### config.mk
export PLATFORM = sky130hd
export DESIGN_NAME = preg_reclaim
export DESIGN_NICKNAME = d
export VERILOG_FILES = /design/src/rtl/preg_reclaim.sv
export SDC_FILE = /design/constraint.sdc
export NUM_CORES = 1
export LEC_CHECK = 0
export ABC_AREA = 1
export CAP_MARGIN = 20
export CELL_PAD_IN_SITES_DETAIL_PLACEMENT = 1
export CELL_PAD_IN_SITES_GLOBAL_PLACEMENT = 2
export CORE_MARGIN = 5
export CORE_UTILIZATION = 40
export CTS_CLUSTER_DIAMETER = 30
export CTS_CLUSTER_SIZE = 24
export DETAILED_ROUTE_END_ITERATION = 7
export GPL_ROUTABILITY_DRIVEN = 0
export PLACE_DENSITY_LB_ADDON = 0.05
export SLEW_MARGIN = 10
export SYNTH_ARGS = -nofsm -noshare
export SYNTH_HDL_FRONTEND = slang
export SYNTH_SLANG_ARGS = --single-unit
### constraint.sdc
create_clock -name clock -period 5.7 [get_ports clock]
set_input_delay 0.855 -clock clock [delete_from_list [all_inputs] [get_ports clock]]
set_output_delay 0.855 -clock clock [all_outputs]
set_load 0.005 [all_outputs]
### src/rtl/preg_reclaim.sv
// Physical-register reclaim queue between ROB retire and the freelist.
// Optional PREG_RECLAIM_BYPASS_EN: empty-queue retire goes straight out.
module preg_reclaim #(
  parameter int NUM_PR  = 64,
  parameter int DEPTH   = 8,
  parameter int ZERO_PR = 31,
  localparam int TW = $clog2(NUM_PR),
  localparam int AW = $clog2(DEPTH)
) (
  input  logic          clock,
  input  logic          reset,
  input  logic          en,
  input  logic          retire_valid,
  input  logic [TW-1:0] retire_T_old,
  input  logic          retire_has_dest,
  output logic          retire_ready,
  output logic          free_valid,
  output logic [TW-1:0] free_T,
  input  logic          free_ready,
  output logic [AW:0]   count
);

  logic [TW-1:0] mem [DEPTH];
  logic [AW:0]   head;
  logic [AW:0]   tail;
  logic          empty;
  logic          full;
  logic          qual;
  logic          byp;
  logic          push;
  logic          pop;

  assign empty = head == tail;
  assign full  = (head[AW] != tail[AW]) &&
                 (head[AW-1:0] == tail[AW-1:0]);
  assign count = tail - head;

  // R31's tag is architectural zero and must never reach the freelist
  assign qual = retire_valid && retire_has_dest &&
                (retire_T_old != TW'(ZERO_PR));

`ifdef PREG_RECLAIM_BYPASS_EN
  assign byp    = empty && qual;
  assign free_T = empty ? retire_T_old : mem[head[AW-1:0]];
`else
  assign byp    = 1'b0;
  assign free_T = mem[head[AW-1:0]];
`endif

  assign free_valid   = !empty || byp;
  assign retire_ready = !full || (free_valid && free_ready);

  // a bypassed tag taken by the freelist is never stored
  assign push = en && retire_valid && retire_ready && qual &&
                !(byp && free_ready);
  assign pop  = en && !empty && free_ready;

  always_ff @(posedge clock or posedge reset) begin
    if (reset) begin
      head <= '0;
      tail <= '0;
    end else begin
      if (push) tail <= tail + (AW+1)'(1);
      if (pop)  head <= head + (AW+1)'(1);
    end
  end

  always_ff @(posedge clock) begin
    if (push) mem[tail[AW-1:0]] <= retire_T_old;
  end

endmodule

After elaboration in Yosys (flattened, before gate mapping)
Memory sizes are Yosys's and may differ from the RTL's.
Index checks and enable logic that the tools add are counted.
{"block": "word_totals", "n_memories": 1, "reg_bits": 8, "ramBits": 48, "out_inout_bits": 12}
{"block": "op_classes", "n_addsub": 3, "eq_ne": 4, "n_reduce_logical": 12, "muxes": 2}
{"memory": "mem", "depth": 8, "word_bits": 6, "rd": 1, "rd_ports_with_merged_regs": 0, "wr": 1, "line_no": "23", "text": "logic [TW-1:0] mem [DEPTH];"}
{"op": "1-bit logical AND", "n": 9}
{"op": "4-bit by 1-bit adder with 4-bit output, second input constant", "n": 2}
{"op": "6-bit by 5-bit inequality test with 1-bit output, second input constant", "n": 1}
{"op": "4-bit == test", "n": 1}
{"op": "4-bit subtractor", "n": 1}
{"op": "3-bit == test", "n": 1}
{"op": "1-bit zero test", "n": 2}
{"op": "1-bit two-way mux", "n": 2}
{"op": "1-bit logical OR", "n": 1}
{"op": "1-bit inequality test", "n": 1}

Depth between registers and ports, before layout
{"block": "depth", "depth_word": 8, "mapped_depth": 9}

Least setup slack after synthesis
No wires, ideal clock.
{"block": "synth_path", "kind": "reg-to-output", "startpoint": "register head[2]", "endpoint": "output port count[3]", "path_buffers": 1, "required_ns": 4.845, "setup_slack_ns": 3.521, "stages_incl_launch_ff": 7, "arrival_time_ns": 1.324, "cell_sequence": "dfrtp_1 > buf_4 > inv_1 > ha_1 > nand2_2 > o21ai_0 > xor2_1"}
{"block": "synth_between", "elab_chain_cells": 1}
{"item": "start: declaration", "line_no": "24", "text": "logic [AW:0] head;"}
{"item": "start signal: assignment", "line_no": "64", "text": "if (pop) head <= head + (AW+1)'(1);"}
{"item": "4-bit subtractor", "line_no": "36", "text": "assign count = tail - head;"}
{"item": "end: declaration", "line_no": "20", "text": "output logic [AW:0] count"}
No other way between the ends.

Worst setup path in the final report
{"block": "layout_path", "startpoint": "register head[1]", "endpoint": "output port count[3]"}
The elaborated chain is that of the path after synthesis.

==> metrics.txt <==
Final Critical Period approximately 3700 ps; Synthesis Warnings 0; DR vias/cell 4.99; Die H approximately 91 um; Max FO, Critical Path 23; sequential cell area between 1500 and 2000 um2; Post-DRT Antenna Nets 0; clock tree from TritonCTS yes; global-route wire length before repair about 9500 um; most common cell after layout, fill and taps aside nor2_1; RSZ-0062 raised after global routing false; static leakage roughly 0.0011 uW; Slew HR 0.458; DP Worst Slack ~2300 ps; DRT Wirelength around 5800 um; Area contributors post-synth edfxtp_1, dfrtp_1, nor2_1; Mapped Cells ~250; Synth top area share 0.553; Hold WC Path Type flip-flop to flip-flop; crit start category flip-flop; total global routing overflow 0; synthesis-to-layout area growth 13.0%; Netlist cell types 24; Crit Path Category flip-flop to output port; Yosys top cell by area edfxtp_1; Slew Viols, Final 0; area of the multi-input gates approximately 830 um2; endpoints failing hold 0; Placed Cells between 300 and 400; Slew @ Worst Pin between 800 and 900 ps; Initial Util 0.411; Tcrit/Tclk final 0.651; Setup Skew ~6.2 ps; layout cells sized above 1 0.0664; cell area after synthesis 2610 um2; sequential fraction of the synthesis area 0.629; pwr dens about 480 nW/um2; synthesized net count 267; DRC 0; Initial DRT Pass Iterations 4; IO buf count 23; required time of the critical path about 4900 ps; Hold Buf Count CTS 0; Post-Synthesis Mean Instance Area between 10 and 15 um2; crit-path cells inv_1, ha_1, nand2_2, o21ai_0, xor2_1, clkdlybuf4s50_1; die area 8240 um2; Layout Cells excl Fill ~350; worst path arrival time 2850 ps; Setup TNS 0 ps; die width around 91 um; initial antenna violation count 0; CTS sink count 56; VDD IR-drop max roughly 0.35 mV; Worst-path clk slew 90 ps; Worst Setup End Kind output port; final setup fails 0; post-cts resize count 0; Post-CTS Setup Bufs 0; fillcell total 694; CP max stage cell dfrtp_1; HPWL Detailed ~4000 um; core area between 6000 and 7000 um2; Layout Nets 288; vias in the first global route ~1,800; Ports 24; Max Buffers Root-to-Sink 2; final worst setup slack about 2000 ps; slowest stage delay, CP approximately 880 ps; CTS H-tree depth 2; Placement Rows 29; Iteration-0 DRC Markers 88; largest net degree at the start of global routing 26; gr usage total 0.148; max-cap violations 0; f_max 0.270 GHz; final hold slack between 500 and 600 ps; Synth Register Bits 56; Num CTS Buffers 5; clk_lat worst skew 300 ps; clk root buf clkbuf_8; status complete, no violations; drt wl/cell approximately 17 um; most frequent cells in the layout nor2_1, nand2_1, edfxtp_1; Vias ~1,700; Antenna Cells 0
synthesized netlist by cell type:
| cell | count |
|---|---|
| inv_2 | 2 |
| clkbuf_8 | 1 |
| nand2_4 | 1 |
| nand4_1 | 1 |
| edfxtp_1 | 48 |
| nand3b_4 | 1 |
| nand2_1 | 51 |
| ha_1 | 5 |
| inv_1 | 12 |
| xor2_1 | 3 |
| dfrtp_1 | 8 |
| buf_6 | 3 |
| buf_4 | 2 |
| nand3_1 | 12 |
| nor2_4 | 1 |
| fa_1 | 1 |
| o21ai_1 | 7 |
| nand2_2 | 4 |
| a21oi_4 | 1 |
| a21oi_1 | 1 |
| xnor2_1 | 2 |
| o21ai_0 | 25 |
| nor2_1 | 53 |
| buf_2 | 4 |
critical path, delay by kind of cell (launching register included):
kind,cells,cell delay (ps)
buffers and inverters,2,840
and+or+nand+nor,1,70
xor gates and xnor gates,1,180
adders and majority gates,1,380
DFF,1,880
AOI/OAI and AO/OA,1,200
worst paths after layout:
kind	startpoint	end	slack, ps	cells past startpoint
worst max-delay path	head[1]	count[3]	1990	6
worst min-delay path	tail[3]	tail[3]	540	2
worst max register to register	head[1]	mem[4][3]	2760	7
worst min register to register	tail[3]	tail[3]	540	2
max in group asynchronous	reset	tail[0]	4620	2
min in group asynchronous	reset	head[3]	810	2
per-stage QoR:
stage / area (um2) / total power, uW / util
after floorplan: 2610 / 953 / -
after global placement: 2860 / 1220 / 0.450
after detailed placement: 2860 / 1220 / 0.450
after CTS: 2950 / 1440 / 0.464
after global routing: 2950 / 1540 / 0.464
final: 2950 / 1410 / 0.464
cells by family (layout without fill, tap and decap cells):
family	after synthesis	count (layout)	share of synthesized area
fa+ha+maj	6	6	0.0317
buf+inv	24	46	0.0518
xor+xnor	5	5	0.0168
flops	56	56	0.629
compound gates	34	34	0.0695
simple gates	124	124	0.201
sequential cells by signal (all words and copies together) (netlist names):
signal and cells:
head 4, tail 4, mem 48
area by class of cell:
type	instances	area share
well taps	77	0.0327
clock inverters	2	0.00552
flip-flops and latches	56	0.557
clock buffers	6	0.0246
inverters	14	0.0178
repair buffers	24	0.0806
multi-input cells	169	0.282
layer usage:
metal	routed length (um)	global-route usage	up-vias
met4	40	0.0484	0
li1	-	-	870
met1	2640	0.189	843
met3	147	0.0267	3
met2	2970	0.253	21
met5	0	0	-
power breakdown:
group | internal [uW] | total, uW | leakage (uW) | switching [uW]
combinational | 302 | 625 | 0.000556 | 322
clock | 87.7 | 212 | 0.0000414 | 124
sequential | 478 | 569 | 0.000535 | 90.1
(Power assumes the default switching activity.)
